<file path="config.mk">
export PLATFORM = sky130hd
export DESIGN_NAME = ro_freq_counter
export DESIGN_NICKNAME = d
export VERILOG_FILES = /design/src/rtl/ro_pkg.sv /design/src/rtl/ro_edge_sync.sv /design/src/rtl/ro_freq_counter.sv
export SDC_FILE = /design/constraint.sdc
export NUM_CORES = 1
export LEC_CHECK = 0
export CAP_MARGIN = 20
export CORE_MARGIN = 4
export CORE_UTILIZATION = 64
export DETAILED_ROUTE_END_ITERATION = 10
export DONT_BUFFER_PORTS = 1
export PLACE_DENSITY_LB_ADDON = 0.15
export SLEW_MARGIN = 5
export SYNTH_ARGS = -nofsm -noshare
export SYNTH_HDL_FRONTEND = slang
export SYNTH_SLANG_ARGS = --single-unit
</file>
<file path="constraint.sdc">
create_clock -name clk -period 3 [get_ports clk]
set_clock_uncertainty 0.1 [all_clocks]
set_input_delay 0.6 -clock clk [delete_from_list [all_inputs] [get_ports clk]]
set_output_delay 0.6 -clock clk [all_outputs]
set_load 0.01 [all_outputs]
</file>
<file path="src/rtl/ro_pkg.sv">
// Shared types and constants for the ring-oscillator frequency counter.
package ro_pkg;

  typedef enum logic [1:0] {
    IDLE  = 2'd0,
    COUNT = 2'd1,
    SEND  = 2'd2
  } state_t;

  // Header byte layout: {ovf, 3'b000, chan[3:0]}
  localparam int HDR_OVF_BIT = 7;
  localparam int HDR_CH_LSB  = 0;
  localparam int HDR_CH_W    = 4;

  // Number of payload bytes needed to carry a CNT_W-bit count.
  function automatic int nbytes(input int cnt_w);
    return (cnt_w + 7) / 8;
  endfunction

endpackage

</file>
<file path="src/rtl/ro_edge_sync.sv">
// Per-channel synchroniser and rising-edge detector for one oscillator input.
// History runs every cycle so a window never sees a stale edge at its start.
module ro_edge_sync #(
  parameter int SYNC_STAGES = 2
) (
  input  logic clk,
  input  logic reset_n,
  input  logic ro_in,
  output logic rise
);

  logic [SYNC_STAGES-1:0] sync;
  logic                   hist;

  // Metastability chain plus one history flop behind it.
  always_ff @(posedge clk) begin
    if (!reset_n) begin
      sync <= '0;
      hist <= 1'b0;
    end else begin
      sync <= {sync[SYNC_STAGES-2:0], ro_in};
      hist <= sync[SYNC_STAGES-1];
    end
  end

  assign rise = sync[SYNC_STAGES-1] & ~hist;

endmodule

</file>
<file path="src/rtl/ro_freq_counter.sv">
// Multi-channel RO edge counter: counts rising edges of the selected
// oscillator over a window of clk cycles, then streams a header byte plus
// the count (MSB first) on a valid/ready byte interface.
module ro_freq_counter
  import ro_pkg::*;
#(
  parameter  int N_CH        = 2,
  parameter  int CNT_W       = 24,
  parameter  int WIN_W       = 20,
  parameter  int SYNC_STAGES = 2,
  localparam int CH_W        = (N_CH > 1) ? $clog2(N_CH) : 1
) (
  input  logic             clk,
  input  logic             reset_n,
  input  logic [N_CH-1:0]  ro_in,
  input  logic             start,
  input  logic [CH_W-1:0]  chan_sel,
  input  logic [WIN_W-1:0] win_len,
  input  logic             continuous,
  output logic             busy,
  output logic             done,
  output logic             tx_valid,
  output logic [7:0]       tx_data,
  input  logic             tx_ready
);

  localparam int NB      = nbytes(CNT_W);
  localparam int FRAME_W = 8 * NB;
  localparam int IDX_W   = 3;

  logic [N_CH-1:0] rise;

  for (genvar i = 0; i < N_CH; i++) begin : g_sync
    ro_edge_sync #(.SYNC_STAGES(SYNC_STAGES)) u_sync (
      .clk     (clk),
      .reset_n (reset_n),
      .ro_in   (ro_in[i]),
      .rise    (rise[i])
    );
  end

  state_t             state;
  logic [CH_W-1:0]    chan;
  logic [WIN_W-1:0]   win;
  logic [WIN_W-1:0]   win_cnt;
  logic [CNT_W-1:0]   cnt;
  logic               ovf;
  logic [IDX_W-1:0]   byte_idx;

  logic               hit;
  logic               cnt_full;
  logic               ovf_nxt;
  logic [CNT_W-1:0]   cnt_nxt;
  logic [CH_W-1:0]    chan_new;
  logic [FRAME_W-1:0] cnt_ext;
  logic [7:0]         next_byte;

  function automatic logic [7:0] header(input logic o, input logic [CH_W-1:0] c);
    logic [7:0] h;
    h = '0;
    h[HDR_OVF_BIT] = o;
    h[HDR_CH_LSB +: HDR_CH_W] = HDR_CH_W'(c);
    return h;
  endfunction

  // Saturating count, sticky overflow, channel clamp and payload byte select.
  always_comb begin
    hit       = (state == COUNT) && rise[chan];
    cnt_full  = &cnt;
    cnt_nxt   = (hit && !cnt_full) ? cnt + CNT_W'(1) : cnt;
    ovf_nxt   = ovf | (hit & cnt_full);
    chan_new  = (int'(chan_sel) < N_CH) ? chan_sel : '0;
    cnt_ext   = FRAME_W'(cnt);
    next_byte = '0;
    // byte_idx k presents payload byte k+1, MSB first
    for (int k = 1; k <= NB; k++)
      if (int'(byte_idx) + 1 == k) next_byte = cnt_ext[8*(NB-k) +: 8];
  end

  // Control FSM with registered stream outputs.
  always_ff @(posedge clk) begin
    if (!reset_n) begin
      state    <= IDLE;
      chan     <= '0;
      win      <= '0;
      win_cnt  <= '0;
      cnt      <= '0;
      ovf      <= 1'b0;
      byte_idx <= '0;
      busy     <= 1'b0;
      done     <= 1'b0;
      tx_valid <= 1'b0;
      tx_data  <= '0;
    end else begin
      done <= 1'b0;
      case (state)
        IDLE: begin
          if (start) begin
            chan     <= chan_new;
            win      <= win_len;
            cnt      <= '0;
            ovf      <= 1'b0;
            byte_idx <= '0;
            busy     <= 1'b1;
            if (win_len == '0) begin
              state    <= SEND;
              tx_valid <= 1'b1;
              tx_data  <= header(1'b0, chan_new);
            end else begin
              state   <= COUNT;
              win_cnt <= win_len;
            end
          end
        end
        COUNT: begin
          cnt     <= cnt_nxt;
          ovf     <= ovf_nxt;
          win_cnt <= win_cnt - WIN_W'(1);
          if (win_cnt == WIN_W'(1)) begin
            state    <= SEND;
            byte_idx <= '0;
            tx_valid <= 1'b1;
            tx_data  <= header(ovf_nxt, chan);
          end
        end
        SEND: begin
          if (tx_valid && tx_ready) begin
            if (byte_idx == IDX_W'(NB)) begin
              done     <= 1'b1;
              tx_valid <= 1'b0;
              byte_idx <= '0;
              if (continuous) begin
                cnt <= '0;
                ovf <= 1'b0;
                if (win == '0) begin
                  // zero-length window: next header goes out immediately
                  tx_valid <= 1'b1;
                  tx_data  <= header(1'b0, chan);
                end else begin
                  state   <= COUNT;
                  win_cnt <= win;
                end
              end else begin
                state <= IDLE;
                busy  <= 1'b0;
              end
            end else begin
              byte_idx <= byte_idx + IDX_W'(1);
              tx_data  <= next_byte;
            end
          end
        end
        default: state <= IDLE;
      endcase
    end
  end

endmodule

</file>
# --- Word-level counts from Yosys, hierarchy flattened ---
# Cells that the tools add are included.
word_totals:
  regBits: 88
  in_bits: 28
  out_inout_bits: 11
  elab_cells: 124
classes:
  add_sub_neg: 4
  n_lt_le_gt_ge: 1
  eq_ne: 20
  mux: 58
  n_bitwise: 6
  reduce_logical: 20
op_table:
  columns: ["cell", "n"]
  rows:
  - ["$mux W20", 6]
  - ["$mux W24", 5]
  - ["$mux W8", 10]
  - ["$pmux W24 S3", 1]
  - ["$pmux W20 S3", 1]
  - ["$logic_not A20 Y1", 2]
  - ["$eq A32 B2 Y1 const B", 1]
  - ["$eq A32 B3 Y1 const B", 1]
  - ["$add A24 B1 Y24 const B", 1]
  - ["$pmux W8 S3", 1]
  - ["$reduce_and A24 Y1", 1]
  - ["$eq A20 B1 Y1 const B", 1]
  - ["$sub A20 B1 Y20 const B", 1]
  - ["$mux W1", 18]
  - ["$ne A2 B2 Y1 const B", 8]
  - ["$reduce_and A5 Y1", 3]
  - ["$mux W2", 7]
  - ["$reduce_and A7 Y1", 2]
  - ["$mux W3", 4]
  - ["$reduce_and A6 Y1", 2]
  - ["$ne A3 B3 Y1 const B", 3]
  - ["$pmux W3 S3", 1]
  - ["$pmux W1 S3", 2]
  - ["$pmux W2 S3", 1]
  - ["other kinds (20)", 26]

# --- Longest topological paths before layout ---
logic_depth:
  ltp_word: 9
  ltp_mapped: 9
  depth_no_buf: 7

# --- Modules after synthesis ---
# From an unflattened synthesis, not the netlist that was laid out.
unflattened:
  hier_cells: 626
  hier_area_um2: 4977.3
by_module_without_submodules:
  columns: ["mod", "instances", "cells_per_inst", "area_each_um2", "seq_area_each_um2"]
  rows:
  - ["ro_freq_counter", 1, 612, 4792.1, 1641.6]
  - ["ro_edge_sync", 2, 7, 92.6, 60.1]

# --- Worst setup path before layout ---
# Ideal clock, no wire load.
synth_timing:
  kind: "reg-to-reg"
  start: "reg byte_idx[0]"
  end: "reg cnt[15]"
  setup_ns: 0.070
  arrival_time_ns: 2.182
  t_required_ns: 2.830
  path_slack_ns: 0.648
  stages_incl_launch_ff: 9
  path_buffers: 1
  synth_period_minus_slack_ns: 2.352
  path_cell_list: "dfxtp_1 ha_1 ha_1 nand3_2 a2111oi_4 nand4_2 buf_2 or4_1 a21oi_1"
synth_via:
  elab_chain_cells: 3
synth_rtl:
  columns: ["item", "line", "source"]
  rows:
  - ["start: declaration", "ro_freq_counter.sv:48", "logic [IDX_W-1:0] byte_idx;"]
  - ["start signal: assignment", "ro_freq_counter.sv:148", "byte_idx <= byte_idx + IDX_W'(1);"]
  - ["$eq A3 B2 Y1", "ro_freq_counter.sv:128", "if (byte_idx == IDX_W'(NB)) begin"]
  - ["$ne A2 B2 Y1 (no line)", null, null]
  - ["$reduce_and A6 Y1 (no line)", null, null]
  - ["end signal: assignment", "ro_freq_counter.sv:116", "cnt <= cnt_nxt;"]
  - ["end: declaration", "ro_freq_counter.sv:46", "logic [CNT_W-1:0] cnt;"]
# Every way passes these cells.
# A chain may end at the register's enable or synchronous reset.

# --- Worst setup path after layout ---
layout_timing:
  start: "reg byte_idx[0]"
  end: "reg cnt[12]"
# The elaborated chain is that of the path after synthesis.

==> flow_summary.json <==
{
  "place.detailed.instances": 732,
  "worst_slew_pin_slew_ps": 780,
  "grt_use_total_pct": 30.3,
  "number_of_storage_elements_in_the_synthesis_netlist": 88,
  "dominant_combinational_cell_family_by_area_after_synthesis": "simple AND/OR/NAND/NOR gates",
  "setup_crit_start_kind": "flop",
  "synth.top_cells.by_area": "dfxtp_1 34%, nand2_1 7.5%, a21oi_1 5.6%, or4_1 3.4%, ha_1 3.1%",
  "proportion_of_synthesized_flip_flops_having_asynchronous_set_or_reset_pct": 0,
  "synth_top_cell_area_share_pct": 33.7,
  "worstPathCellList": "ha_1 > ha_1 > nand3_2 > a2111oi_4 > nand3_1 > or4_1 > a21oi_1",
  "finalWorstPathRequiredPeriod_ps": 2720,
  "place.detailed.hpwl_um": 10300,
  "route.detailed.vias_per_inst": 7.11,
  "launch_instance_of_the_worst_min_delay_path": "win_len[7]",
  "finish.cell_count_without_fillers": 748,
  "layout_worst_path_cycle_share_pct": 90.5,
  "critical_path_buf_inv_count": 0,
  "seq_area_frac_synth_pct": 33.7,
  "worst-r2r-cell-count": 7,
  "antenna_cells_inserted": 0,
  "grt_setup_unrepaired": "false",
  "drc_errors": 0,
  "postCtsHoldBufs": 0,
  "synth_edf_count": 0,
  "clockBufferDepth": 2,
  "yosys.area_share.simple_pct": 29.5,
  "port_buffers": 0,
  "postSynthAreaPerCell_um2": 7.97,
  "route.vias.total": 5320,
  "stage_delay_of_the_slowest_cell_on_the_critical_path_ps": 560,
  "count_of_instances_resized_after_the_clock_tree_is_built": 0,
  "worst_r2r_startpoint": "byte_idx[0]",
  "die-width_um": 98.4,
  "antenna_found_initial": 0,
  "cp_common_cell": "ha_1",
  "r2r_setup_slack_ps": 280,
  "clock_insertion_delay_worst_skew_ps": 370,
  "fp-row-count": 32,
  "max_cap_violations": 0,
  "mappedNetlistArea_um2": 5240,
  "synth_compound_area_share_pct": 25.8,
  "outcome": "completed",
  "coreArea_um2": 7850,
  "yosys_most_used_dff": "dfxtp_1",
  "initial_core_util_pct": 66.7,
  "synth_xor_area_share_pct": 0.669,
  "gpl.final_weighted_congestion": 0.935,
  "worstHoldEndpoint": "win[7]",
  "drt-initial-drc-count": 509,
  "layout-area-overhead-vs-synth_pct": 5.40,
  "clockRootBuffer": "clkbuf_8",
  "hold_path.class": "in2reg",
  "clk_pin_slew_worst_paths_ps": 90,
  "fmax_mhz": 368,
  "die_area_um2": 9690,
  "grt_start_max_net_pins": 46,
  "timing.setup.critical_path_class": "reg2reg",
  "grt_first_pass_wirelength_um": 24400,
  "end_of_the_worst_register_to_register_path": "cnt[12]",
  "synth_top_cell_by_area": "dfxtp_1",
  "ctsHtreeMaxLevel": 3,
  "ios": 39,
  "antenna_violating_nets_post_route": 0,
  "totalWireLength_um": 14700,
  "finalSetupViolations": 0,
  "first_pass_iters": 5,
  "yosys-mux-area-fraction_pct": 2.32,
  "worstPathArrival_ps": 2920,
  "cp_slowest_cell": "or4_1",
  "maxSlewViolCount": 0,
  "synthCells": 657,
  "max-vdd-ir-drop_mv": 0.629,
  "crit_family": "simple AND/OR/NAND/NOR gates",
  "fraction_of_final_layout_cells_with_drive_strength_greater_than_1_pct": 8.82,
  "path_max_fanout": 12,
  "ys_warn_count": 0,
  "cp-end-kind": "flop",
  "power_per_cell_area_nw_per_um2": 924,
  "power.static_leakage_nw": 1.89,
  "post-cts-setup-buffers": 0,
  "number_of_distinct_library_cell_variants_in_the_gate_level_netlist_after_synthesis": 76,
  "setup-tns-final_ps": 0,
  "cts_buffers": 9,
  "post_drt_wl_per_cell_um": 19.7,
  "fin_hold_ws_ps": 253,
  "nNetsFinal": 682,
  "syn_nets": 698,
  "hold-path-cell-count": 2,
  "worstPathRequired_ps": 3200,
  "slew_headroom_pct": 48.0,
  "cts.sink_count": 88,
  "remaining_overflow_grt": 0,
  "final_hold_viol_count": 0,
  "cts_tree": "yes",
  "grt_pass1_vias": 4961,
  "floorplan.die.height_um": 98.4,
  "synth_adder_area_share_pct": 3.11
}
state kept, by name, indices dropped and copies added, names as in the netlist:
register and cells:
win 20, win_cnt 20, byte_idx 3, chan 1
done 1, tx_data 8, g_sync.u_sync.hist 2, cnt 24
g_sync.u_sync.sync 4, ovf 1, state 2, tx_valid 1
busy 1
per-layer routing:
metal  share of wire, %  wire length (um)  vias to the layer above  track usage, %
li1                   -                 -                     2430               -
met1                 43              6370                     2542            43.2
met2                 44              6490                      299            45.2
met3                 10              1520                       49            7.43
met4                2.5               369                        0            9.87
met5                  0                 0                        -               0
Yosys cell counts (3+ instances only):
cell and instances:
nand2_1 104, o41ai_1 3, or4_1 24, o2bb2ai_1 3
o2111ai_1 4, o22ai_1 6, a31o_2 5, a22oi_1 4
and3b_1 3, nand3_1 28, inv_1 18, nor2_1 34
a32oi_1 5, mux2i_1 11, buf_2 9, nor2b_1 3
a21boi_0 3, a31oi_1 10, o21ai_0 20, a211o_1 8
ha_1 13, dfxtp_1 88, nand3b_1 3, and2_1 10
nor3_1 9, nand4_1 12, clkbuf_1 29, o211ai_1 10
nor4_1 11, and3_1 9, a21oi_1 59, o31ai_1 20
or3_1 8, o311ai_0 4, a21o_1 3, nor3b_1 5
nand2b_1 6
logic make-up after synthesis:
logic type | after synthesis
adder cells (fa/ha/maj) | 13
AO/OA/AOI/OAI | 192
flip-flops | 88
multiplexers | 12
XOR/XNOR | 4
buffers and inverters | 61
AND/OR/NAND/NOR | 287
where the power goes:
part / total, W / switching [W] / internal (W)
combinational: 0.00251 / 0.00155 / 0.000956
sequential: 0.00164 / 0.000268 / 0.00137
clock: 0.000957 / 0.000444 / 0.000514
total: 0.00510 / 0.00226 / 0.00284
worst max path at each step:
stage	from	to	cells past startpoint
final	byte_idx[0]	cnt[12]	7
after global routing	byte_idx[0]	cnt[12]	7
after CTS	byte_idx[0]	cnt[12]	7
after detailed placement	byte_idx[0]	cnt[12]	7
after global placement	byte_idx[0]	cnt[12]	7
after floorplan	byte_idx[0]	cnt[15]	8
placed cells by master, fill, tap and decap left out, drive strengths merged, types with 4 or more instances in the layout:
cell type,netlist,layout
nand2,104,104
dfxtp,88,88
a21oi,60,60
nor2,34,34
nand3,30,30
or4,26,26
o21ai,22,22
o31ai,20,20
inv,18,18
buf,14,16
nand4,14,14
ha,13,13
nor4,13,13
mux2i,11,11
clkbuf,29,11
a31oi,10,10
and2,10,10
o211ai,10,10
and3,9,9
nor3,9,9
a211o,8,8
or3,8,8
o22ai,6,6
nand2b,6,6
a31o,5,5
nor3b,5,5
a32oi,5,5
o2111ai,4,4
o311ai,4,4
a22oi,4,4
nor2b,4,4
o41ai,4,4
layout make-up:
type,instances,area [um2]
clock buffer,11,151
clock inverter,5,78.8
fill,681,2330
inverter,18,67.6
multi-input combinational,508,3210
sequential,88,1760
tap,102,128
timing repair buffer,16,120
through the flow:
stage                     utilization, %  setup WS (ps)  area, um2  power [W]
after floorplan                        -            648       5240    0.00350
after global placement              67.4            437       5290    0.00400
after detailed placement            67.4            364       5290    0.00407
after CTS                           70.3            313       5520    0.00502
after global routing                70.3           59.3       5520    0.00541
final                               70.3            284       5520    0.00510
(Power assumes the default switching activity.)
